--- config.mk ---
export PLATFORM = sky130hd
export DESIGN_NAME = dpram_burst_reader_flat
export DESIGN_NICKNAME = d
export VERILOG_FILES = /design/src/rtl/dpram_burst_reader_if.sv /design/src/rtl/dpram_burst_reader.sv /design/src/flat_wrapper.sv
export SDC_FILE = /design/constraint.sdc
export NUM_CORES = 1
export LEC_CHECK = 0
export BUFFER_PORTS_ARGS = -buffer_cell sky130_fd_sc_hd__clkbuf_2
export CAP_MARGIN = 20
export CORE_MARGIN = 5
export CORE_UTILIZATION = 40
export DETAILED_ROUTE_END_ITERATION = 8
export SETUP_SLACK_MARGIN = 0.1
export SLEW_MARGIN = 10
export SYNTH_ARGS = -nofsm -noshare
export SYNTH_HDL_FRONTEND = slang
export SYNTH_SLANG_ARGS = --single-unit
--- constraint.sdc ---
create_clock -name i_clk -period 6.8 [get_ports i_clk]
set_clock_uncertainty 0.1 [all_clocks]
set_input_delay 1.02 -clock i_clk [delete_from_list [all_inputs] [get_ports i_clk]]
set_output_delay 1.02 -clock i_clk [all_outputs]
set_load 0.01 [all_outputs]
--- src/rtl/dpram_burst_reader_if.sv ---
// ---------------------------------------------------------------------------
// dpram_burst_reader_if
// Bundles every handshake/bus signal of the port-B burst reader:
//   command    : cmdValid, cmdReady, cmdAddr, cmdLen
//   RAM port B : ba, bcs, bwe, bi (engine -> RAM), bo (RAM -> engine)
//   stream     : dout, dvalid, dlast (engine -> consumer), dready
//   status     : busy, done
//   abort      : only present when DPRAM_RD_ABORT_EN is defined
// Modports:
//   master : the burst reader engine itself
//   slave  : the environment (command source, RAM, stream consumer)
// ---------------------------------------------------------------------------
interface dpram_burst_reader_if #(
  parameter int AW = 11,
  parameter int DW = 8
);
  logic          cmdValid;
  logic          cmdReady;
  logic [AW-1:0] cmdAddr;
  logic [AW:0]   cmdLen;
  logic [AW-1:0] ba;
  logic          bcs;
  logic          bwe;
  logic [DW-1:0] bi;
  logic [DW-1:0] bo;
  logic [DW-1:0] dout;
  logic          dvalid;
  logic          dready;
  logic          dlast;
  logic          busy;
  logic          done;
`ifdef DPRAM_RD_ABORT_EN
  logic          abort;

  modport master (
    input  cmdValid, cmdAddr, cmdLen, bo, dready, abort,
    output cmdReady, ba, bcs, bwe, bi, dout, dvalid, dlast, busy, done
  );

  modport slave (
    output cmdValid, cmdAddr, cmdLen, bo, dready, abort,
    input  cmdReady, ba, bcs, bwe, bi, dout, dvalid, dlast, busy, done
  );
`else
  modport master (
    input  cmdValid, cmdAddr, cmdLen, bo, dready,
    output cmdReady, ba, bcs, bwe, bi, dout, dvalid, dlast, busy, done
  );

  modport slave (
    output cmdValid, cmdAddr, cmdLen, bo, dready,
    input  cmdReady, ba, bcs, bwe, bi, dout, dvalid, dlast, busy, done
  );
`endif
endinterface

--- src/rtl/dpram_burst_reader.sv ---
// ---------------------------------------------------------------------------
// dpram_burst_reader
// Port-B read engine for a 2K x 8 dual-port block RAM. Accepts a start
// address / byte count command, issues sequential synchronous reads on the
// RAM B port and hands the bytes to a consumer as a valid/ready stream
// through a small credit-managed FIFO.
//
// Ports:
//   i_clk    : single clock, also the RAM B-port clock
//   i_rst_n  : asynchronous active-low reset
//   io_bus   : dpram_burst_reader_if.master (command, RAM port B, stream,
//              busy/done status, optional abort)
// Parameters:
//   AW (address width), DW (data width), FIFO_DEPTH (power of two, >= 2)
// Build option:
//   DPRAM_RD_ABORT_EN : when defined, io_bus.abort cancels a running command
//                       (flush, back to IDLE, DONE pulse). Undefined: no abort.
// ---------------------------------------------------------------------------
module dpram_burst_reader #(
  parameter int AW         = 11,
  parameter int DW         = 8,
  parameter int FIFO_DEPTH = 4
) (
  input  logic                 i_clk,
  input  logic                 i_rst_n,
  dpram_burst_reader_if.master io_bus
);

  localparam int PW = (FIFO_DEPTH > 1) ? $clog2(FIFO_DEPTH) : 1;
  localparam int CW = PW + 1;

  localparam logic [PW-1:0] PTR_ONE  = PW'(1);
  localparam logic [AW-1:0] ADDR_ONE = AW'(1);
  localparam logic [AW:0]   LEN_ONE  = (AW+1)'(1);
  localparam logic [CW:0]   DEPTH_W  = (CW+1)'(FIFO_DEPTH);

  typedef enum logic [1:0] {
    IDLE,
    RUN,
    DRAIN
  } state_t;

  state_t        r_state;
  logic [AW-1:0] r_addr;
  logic [AW-1:0] r_ba;
  logic [AW:0]   r_issue;
  logic [AW:0]   r_beat;
  logic          r_bcs;
  logic          r_busy;
  logic          r_done;
  logic          r_inflight;

  logic [DW-1:0] r_mem [FIFO_DEPTH];
  logic [PW-1:0] r_wrPtr;
  logic [PW-1:0] r_rdPtr;
  logic [CW-1:0] r_count;

  logic          w_dvalid;
  logic          w_push;
  logic          w_pop;
  logic          w_accept;
  logic          w_lastBeat;
  logic          w_abort;
  logic          w_credit;
  logic [CW-1:0] w_countNext;

`ifdef DPRAM_RD_ABORT_EN
  assign w_abort = io_bus.abort && (r_state != IDLE);
`else
  assign w_abort = 1'b0;
`endif

  assign w_dvalid    = (r_count != '0);
  assign w_pop       = w_dvalid && io_bus.dready;
  assign w_push      = r_inflight;
  assign w_accept    = io_bus.cmdValid && (r_state == IDLE);
  assign w_lastBeat  = w_pop && (r_beat == LEN_ONE);
  assign w_countNext = r_count + CW'(w_push) - CW'(w_pop);

  // BCS is registered, so the credit test is evaluated on next-cycle values:
  // next occupancy plus the read issued this cycle (which becomes next
  // cycle's in-flight read) must leave room for one more.
  assign w_credit = ({1'b0, w_countNext} + (CW+1)'(r_bcs)) < DEPTH_W;

  assign io_bus.cmdReady = ~r_busy;
  assign io_bus.ba       = r_ba;
  assign io_bus.bcs      = r_bcs;
  assign io_bus.bwe      = 1'b0;
  assign io_bus.bi       = '0;
  assign io_bus.dvalid   = w_dvalid;
  assign io_bus.dout     = w_dvalid ? r_mem[r_rdPtr] : '0;
  assign io_bus.dlast    = w_dvalid && (r_beat == LEN_ONE);
  assign io_bus.busy     = r_busy;
  assign io_bus.done     = r_done;

  // Command FSM: owns the address/issue/beat counters and drives the
  // registered RAM strobes plus busy/done. Abort wins over everything.
  always_ff @(posedge i_clk or negedge i_rst_n) begin
    if (!i_rst_n) begin
      r_state <= IDLE;
      r_addr  <= '0;
      r_ba    <= '0;
      r_issue <= '0;
      r_beat  <= '0;
      r_bcs   <= 1'b0;
      r_busy  <= 1'b0;
      r_done  <= 1'b0;
    end else begin
      r_done <= 1'b0;
      if (w_abort) begin
        r_state <= IDLE;
        r_issue <= '0;
        r_beat  <= '0;
        r_bcs   <= 1'b0;
        r_busy  <= 1'b0;
        r_done  <= 1'b1;
      end else begin
        case (r_state)
          IDLE: begin
            r_bcs <= 1'b0;
            if (w_accept) begin
              if (io_bus.cmdLen == '0) begin
                r_done <= 1'b1;
              end else begin
                // First read goes out straight away; the FIFO is empty here.
                r_ba    <= io_bus.cmdAddr;
                r_addr  <= io_bus.cmdAddr + ADDR_ONE;
                r_issue <= io_bus.cmdLen - LEN_ONE;
                r_beat  <= io_bus.cmdLen;
                r_bcs   <= 1'b1;
                r_busy  <= 1'b1;
                r_state <= RUN;
              end
            end
          end
          RUN: begin
            if (w_pop) begin
              r_beat <= r_beat - LEN_ONE;
            end
            if ((r_issue != '0) && w_credit) begin
              r_bcs   <= 1'b1;
              r_ba    <= r_addr;
              r_addr  <= r_addr + ADDR_ONE;
              r_issue <= r_issue - LEN_ONE;
              if (r_issue == LEN_ONE) begin
                r_state <= DRAIN;
              end
            end else begin
              r_bcs <= 1'b0;
              if (r_issue == '0) begin
                r_state <= DRAIN;
              end
            end
          end
          DRAIN: begin
            r_bcs <= 1'b0;
            if (w_pop) begin
              r_beat <= r_beat - LEN_ONE;
            end
            if (w_lastBeat) begin
              r_state <= IDLE;
              r_busy  <= 1'b0;
              r_done  <= 1'b1;
            end
          end
          default: begin
            r_state <= IDLE;
            r_bcs   <= 1'b0;
            r_busy  <= 1'b0;
          end
        endcase
      end
    end
  end

  // FIFO bookkeeping. A read issued in cycle t returns on BO in cycle t+1 and
  // is pushed on the edge closing that cycle; r_inflight marks that cycle.
  always_ff @(posedge i_clk or negedge i_rst_n) begin
    if (!i_rst_n) begin
      r_inflight <= 1'b0;
      r_wrPtr    <= '0;
      r_rdPtr    <= '0;
      r_count    <= '0;
    end else if (w_abort) begin
      r_inflight <= 1'b0;
      r_wrPtr    <= '0;
      r_rdPtr    <= '0;
      r_count    <= '0;
    end else begin
      r_inflight <= r_bcs;
      if (w_push) begin
        r_wrPtr <= r_wrPtr + PTR_ONE;
      end
      if (w_pop) begin
        r_rdPtr <= r_rdPtr + PTR_ONE;
      end
      r_count <= w_countNext;
    end
  end

  // Storage needs no reset: DOUT is gated by DVALID, and stale entries are
  // never visible because the pointers/count are reset.
  always_ff @(posedge i_clk) begin
    if (w_push && !w_abort) begin
      r_mem[r_wrPtr] <= io_bus.bo;
    end
  end

endmodule

--- src/flat_wrapper.sv ---
// flat-port wrapper written by rule: the top's interface ports become plain ports
module dpram_burst_reader_flat 
#(
  parameter int AW         = 11,
  parameter int DW         = 8,
  parameter int FIFO_DEPTH = 4
)
  (i_clk, i_rst_n, io_bus_cmdValid, io_bus_cmdAddr, io_bus_cmdLen, io_bus_bo, io_bus_dready, io_bus_cmdReady, io_bus_ba, io_bus_bcs, io_bus_bwe, io_bus_bi, io_bus_dout, io_bus_dvalid, io_bus_dlast, io_bus_busy, io_bus_done);
  dpram_burst_reader_if #(.AW(AW), .DW(DW)) io_bus_i ();
  input  logic i_clk;
  input  logic i_rst_n;
  input wire logic [$bits(io_bus_i.cmdValid)-1:0] io_bus_cmdValid;
  input wire logic [$bits(io_bus_i.cmdAddr)-1:0] io_bus_cmdAddr;
  input wire logic [$bits(io_bus_i.cmdLen)-1:0] io_bus_cmdLen;
  input wire logic [$bits(io_bus_i.bo)-1:0] io_bus_bo;
  input wire logic [$bits(io_bus_i.dready)-1:0] io_bus_dready;
  output wire logic [$bits(io_bus_i.cmdReady)-1:0] io_bus_cmdReady;
  output wire logic [$bits(io_bus_i.ba)-1:0] io_bus_ba;
  output wire logic [$bits(io_bus_i.bcs)-1:0] io_bus_bcs;
  output wire logic [$bits(io_bus_i.bwe)-1:0] io_bus_bwe;
  output wire logic [$bits(io_bus_i.bi)-1:0] io_bus_bi;
  output wire logic [$bits(io_bus_i.dout)-1:0] io_bus_dout;
  output wire logic [$bits(io_bus_i.dvalid)-1:0] io_bus_dvalid;
  output wire logic [$bits(io_bus_i.dlast)-1:0] io_bus_dlast;
  output wire logic [$bits(io_bus_i.busy)-1:0] io_bus_busy;
  output wire logic [$bits(io_bus_i.done)-1:0] io_bus_done;
  assign io_bus_i.cmdValid = io_bus_cmdValid;
  assign io_bus_i.cmdAddr = io_bus_cmdAddr;
  assign io_bus_i.cmdLen = io_bus_cmdLen;
  assign io_bus_i.bo = io_bus_bo;
  assign io_bus_i.dready = io_bus_dready;
  assign io_bus_cmdReady = io_bus_i.cmdReady;
  assign io_bus_ba = io_bus_i.ba;
  assign io_bus_bcs = io_bus_i.bcs;
  assign io_bus_bwe = io_bus_i.bwe;
  assign io_bus_bi = io_bus_i.bi;
  assign io_bus_dout = io_bus_i.dout;
  assign io_bus_dvalid = io_bus_i.dvalid;
  assign io_bus_dlast = io_bus_i.dlast;
  assign io_bus_busy = io_bus_i.busy;
  assign io_bus_done = io_bus_i.done;
  dpram_burst_reader #(.AW(AW), .DW(DW), .FIFO_DEPTH(FIFO_DEPTH)) u_core (.i_clk(i_clk), .i_rst_n(i_rst_n), .io_bus(io_bus_i));
endmodule
== After elaboration in Yosys (flattened, before gate mapping) ==
Memories as Yosys holds them, arrays and structs flattened.
Cells that the tools add are included.

* $lt $le $gt $ge: 1
* Bitwise gates (word level): 2
* Divide/modulo/power cells: 0
* Add/sub/neg operators: 10
* Shift-type cells: 0
* Multiply operators: 0
* Reductions and logical operators: 17
* Mux-type cells: 38
* Equal/unequal tests: 11

{| class="wikitable"
|+ Operator list
! kind !! count
|-
| 12-bit 2-to-1 mux || 6
|-
| 11-bit 2-to-1 mux || 6
|-
| 12-bit case mux with 2 select lines || 2
|-
| 11-bit case mux with 2 select lines || 2
|-
| 12-bit by 1-bit subtractor with 12-bit output (second input constant) || 3
|-
| 12-bit by 1-bit equality test with 1-bit output (second input constant) || 2
|-
| 12-bit zero test || 2
|-
| 11-bit by 1-bit adder with 11-bit output (second input constant) || 2
|-
| 2-bit 2-to-1 mux || 6
|-
| 4-bit AND reduction || 3
|-
| 12-bit nonzero test || 1
|-
| 1-bit 2-to-1 mux || 11
|-
| 8-bit 2-to-1 mux || 1
|-
| 2-bit by 1-bit != test with 1-bit output (second input constant) || 4
|-
| 2-bit case mux with 3 select lines || 1
|-
| 1-bit logical AND || 5
|-
| 5-bit AND reduction || 1
|-
| 2-bit by 1-bit adder with 2-bit output (second input constant) || 2
|-
| 3-bit by 1-bit adder with 4-bit output || 1
|-
| 4-bit by 3-bit less-than comparator with 1-bit output (second input constant) || 1
|-
| 1-bit case mux with 2 select lines || 2
|-
| 2-bit nonzero test || 2
|-
| 3-bit by 1-bit adder with 3-bit output || 1
|-
| 3-bit by 1-bit != test with 1-bit output (second input constant) || 1
|-
| 10 further kinds || 11
|}

* Memories kept: 1
* Word-level logic and storage cells: 92
* Register bits after elaboration: 59
* Input port bits: 35
* Memory bits (writable): 32
* Memory bits (read-only): 0
* Output and inout port bits: 34
* Bits in latches: 0

{| class="wikitable"
|+ Memory list
! name !! words !! width !! read ports !! clocked after Yosys merged registers in !! wr ports !! RTL line !! RTL
|-
| u_core.r_mem || 4 || 8 || 1 || 0 || 1 || dpram_burst_reader.sv:53 || <nowiki>logic [DW-1:0] r_mem [FIFO_DEPTH];</nowiki>
|}

== Logic depth before layout (Yosys ltp) ==
* Depth in word-level cells: 8
* Mapped depth: 12
* Mapped depth without buffers: 10

== Worst setup path before layout ==
Ideal clock, no wire load.

* Kind: input to register
* Start point: input io_bus_dready
* End point: register u_core.r_ba[0] (netlist: u_core.io_bus.ba[0])
* Library setup time: 0.127 ns
* Buffers on the path: 2
* Arrival time: 3.398 ns
* Cell stages on the path: 12
* Required time: 6.573 ns
* Slack: 3.175 ns
* Path through: o31a_1 xor2_1 ha_1 inv_1 fa_1 nand3b_1 and2_1 a31oi_1 or2_1 buf_4 buf_6 mux2_1

* Cells in the longest elaborated chain, start to end: 7

{| class="wikitable"
|+ Ends and longest elaborated chain
! item !! RTL line !! RTL
|-
| from (decl) || flat_wrapper.sv:16 || <nowiki>input wire logic [$bits(io_bus_i.dready)-1:0] io_bus_dready;</nowiki>
|-
| 1-bit logical AND || dpram_burst_reader.sv:74 || <nowiki>assign w_pop = w_dvalid && io_bus.dready;</nowiki>
|-
| 3-bit by 1-bit subtractor with 3-bit output || dpram_burst_reader.sv:78 || <nowiki>assign w_countNext = r_count + CW'(w_push) - CW'(w_pop);</nowiki>
|-
| 3-bit by 1-bit adder with 4-bit output || dpram_burst_reader.sv:83 || <nowiki>assign w_credit = ({1'b0, w_countNext} + (CW+1)'(r_bcs)) < DEPTH_W;</nowiki>
|-
| 4-bit by 3-bit less-than comparator with 1-bit output || dpram_burst_reader.sv:83 ||
|-
| 1-bit logical AND || dpram_burst_reader.sv:140 || <nowiki>if ((r_issue != '0) && w_credit) begin</nowiki>
|-
| 2-bit by 1-bit != test with 1-bit output (no line) || - ||
|-
| 4-bit AND reduction (no line) || - ||
|-
| to (signal assigned) || dpram_burst_reader.sv:126 || <nowiki>r_ba <= io_bus.cmdAddr;</nowiki>
|-
| to (signal assigned) || dpram_burst_reader.sv:142 || <nowiki>r_ba <= r_addr;</nowiki>
|-
| to (decl) || dpram_burst_reader.sv:45 || <nowiki>logic [AW-1:0] r_ba;</nowiki>
|}

Every way passes these cells.
A chain may end at the register's enable or synchronous reset.

== Worst setup path after layout ==
* Start point: input io_bus_dready
* End point: register u_core.r_ba[1] (netlist: u_core.io_bus.ba[1])

The elaborated chain is that of the path after synthesis.

==> impl_metrics.py <==
metrics = {
    "outcome": {
        "status": "complete, no violations",
    },
    "floorplanning": {
        "die_area_um2": 15400,
        "fp.coreArea_um2": 12700,
        "die_w_um": 124,
        "start_util_pct": 41.1,
        "die-height_um": 124,
        "row_count": 41,
        "io_pins": 69,
    },
    "finish": {
        "final_util_pct": 46.3,
        "num-nets-final": 588,
        "drive_above_1_share_pct": 19.9,
        "post-route-cell-area_um2": 5890,
        "area_growth_pct": 12.7,
        "antenna_cells": 0,
        "fillerInstances": 1231,
        "final_cell_mix": "59 x clkbuf_2, 59 x dfrtp_1, 39 x o21ai_0",
    },
    "critical_path": {
        "crit_path_start_kind": "input pin",
        "ff2ff_path_depth": 12,
        "reg2reg_setup_slack_ns": 2.75,
        "worstReg2RegStart": "u_core.r_count[0]",
        "worstSetupPathType": "in -> reg",
        "critical_path_peak_fanout": 24,
        "cp-end-kind": "flop",
        "worstPathRequired_ns": 6.93,
        "critPathArrivalTime_ns": 4.41,
        "r2r_end": "u_core.io_bus.ba[1]",
    },
    "global_route": {
        "grt_pass1_wl_um": 19900,
        "grt_usage_pct": 15.7,
        "overflow": 0,
        "grt_pass1_vias": 3900,
        "antenna_found_initial": 0,
        "grt_max_degree": 60,
    },
    "clock_network": {
        "root_buffer": "clkbuf_16",
        "cts_tree": "done",
        "insertion_delay_ns": 0.35,
        "cts_setup_buffers": 0,
        "cts-hold-fix-buffers": 0,
        "cts-resized-gates": 0,
        "clk_pin_slew_ns": 0.07,
        "cts.sinks": 91,
        "h-tree-depth": 3,
        "cts_inserted_buffers": 9,
        "clockBufferDepth": 2,
    },
    "worst_hold_path": {
        "min_path_cells": 0,
        "min-delay-start": "u_core.io_bus.bcs",
        "hp-class": "reg -> reg",
        "whs_endpoint": "u_core.r_inflight",
    },
    "placed_design": {
        "dp_hpwl_um": 8390,
        "routabilityCongestion": 0.817,
        "place_area_um2": 5610,
        "portBuffers": 59,
        "dp_slack_ns": 2.16,
    },
    "drt": {
        "drt_wl_total_um": 11900,
        "wl_per_cell_um": 16.6,
        "ant_nets": 0,
        "drc": 0,
        "viasPerCell": 5.50,
        "dr_total_vias": 3933,
        "drtIter0Drc": 292,
        "firstDrtPassIters": 4,
    },
    "sta": {
        "min_period_over_period_pct": 62.9,
        "slew_headroom_pct": 40.9,
        "hold_slack_ns": 0.359,
        "finalSetupViolations": 0,
        "rsz0062_at_grt": "no",
        "tightest_slew_ns": 0.878,
        "finalHoldViolCount": 0,
        "fmax_mhz": 234,
        "final_max_slew_viol_count": 0,
        "fin_ws_ns": 2.52,
        "setup_tns_ns": 0,
        "fin_crit_ns": 4.28,
    },
    "synth": {
        "synthArstFlopShare_pct": 64.8,
        "synth_area_um2": 5230,
        "avgSynthCellArea_um2": 10.7,
        "synth_sequential_area_ratio_pct": 46.6,
        "yosysWarnings": 0,
        "synth_cell_types": 63,
        "ys.flop_type": "dfrtp_1",
        "synth_cells": 489,
        "synth_enable_flop_cells": 32,
        "ys_ff_latch": 91,
    },
    "job": {
        "drv_cap": 0,
    },
    "pwr": {
        "powerDensity_nw_per_um2": 414,
        "peakVddDrop_v": 0.000189,
        "p_leak_uw": 0.00243,
    },
}
==> worst max-delay path: stages <==
cell,delay (ns)
clkbuf_2,0.08
o31a_1,0.32
xor2_1,0.19
ha_1,0.16
inv_1,0.05
fa_1,0.44
nand3b_1,0.20
and2_1,0.19
a31oi_1,0.16
buf_4,0.28
or2_1,0.58
buf_4,0.36
mux2_1,0.36
==> synth_stat cells (all sizes together) (4+ instances only) <==
library cell / instances / area, µm²
mux2i: 6 / 60.1
xor2: 8 / 70.1
nand3: 10 / 50.1
nor3: 6 / 30.0
and2: 17 / 106
o21ai: 40 / 211
nor4: 7 / 43.8
a31oi: 6 / 37.5
nand3b: 4 / 30.0
clkbuf: 13 / 48.8
mux4: 8 / 180
ha: 14 / 175
mux2: 19 / 214
a221oi: 4 / 35.0
buf: 20 / 134
edfxtp: 32 / 961
o22a: 10 / 87.6
xnor2: 9 / 78.8
nor2: 25 / 110
dfrtp: 59 / 1480
or2: 6 / 37.5
a221o: 4 / 40.0
inv: 26 / 97.6
nand2: 29 / 109
a21oi: 19 / 95.1
o211ai: 7 / 52.6
or3: 22 / 138
o31ai: 12 / 90.1
==> per-layer routing <==
| layer | global-route usage (%) | routed length, µm |
|---|---|---|
| met1 | 21.5 | 5730 |
| met2 | 24.3 | 5610 |
| met3 | 3.47 | 426 |
| met4 | 6.00 | 113 |
| met5 | 0 | 0 |
==> per-stage QoR <==
step	std cells	total power, µW
final	715	2440
after global routing	715	2630
after CTS	715	2460
after detailed placement	699	1980
after global placement	699	1940
after floorplan	497	1710
==> cell families (layout without fill, tap and decap cells) <==
group           Yosys count  after routing  synth area share, %
simple gates            146            146                 15.6
compound gates          126            126                 16.6
flops                    91             91                 46.6
buf+inv                  59            105                 5.36
mux                      33             33                 8.69
xor+xnor                 18             18                 3.28
fa+ha+maj                15             15                 3.74
other cells               1              9               0.0718
==> report_power, final <==
part / internal (µW) / switching, µW
logic: 457 / 601
registers: 746 / 151
clock network: 253 / 228
total: 1460 / 980
==> final cells by class <==
class,instances,area (µm²),share of cell area (%)
multi-input combinational,347,2540,43.1
sequential,91,2440,41.4
timing repair buffer,63,325,5.52
clock buffer,10,229,3.89
tap,172,215,3.65
inverter,26,97.6,1.66
clock inverter,6,48.8,0.828
==> sequential cells by signal (all words and copies together), names as in the netlist, 2 cells and up <==
| register | flops |
|---|---|
| u_core.r_addr | 11 |
| u_core.r_rdPtr | 2 |
| u_core.r_issue | 12 |
| u_core.r_state | 2 |
| u_core.r_wrPtr | 2 |
| u_core.r_mem | 32 |
| u_core.r_count | 3 |
| u_core.r_beat | 12 |
| u_core.io_bus.ba | 11 |
==> worst max-delay path by stage <==
stage	startpoint	to	slack (ns)	cells after the start
final	io_bus_dready	u_core.io_bus.ba[1]	2.52	13
after global routing	io_bus_dready	u_core.io_bus.ba[2]	2.29	13
after CTS	io_bus_dready	u_core.io_bus.ba[1]	2.54	13
after detailed placement	io_bus_dready	u_core.io_bus.ba[1]	2.16	13
after global placement	io_bus_dready	u_core.r_addr[1]	2.32	13
after floorplan	io_bus_dready	u_core.io_bus.ba[0]	3.17	12
Power figures use the tool's default switching activity.
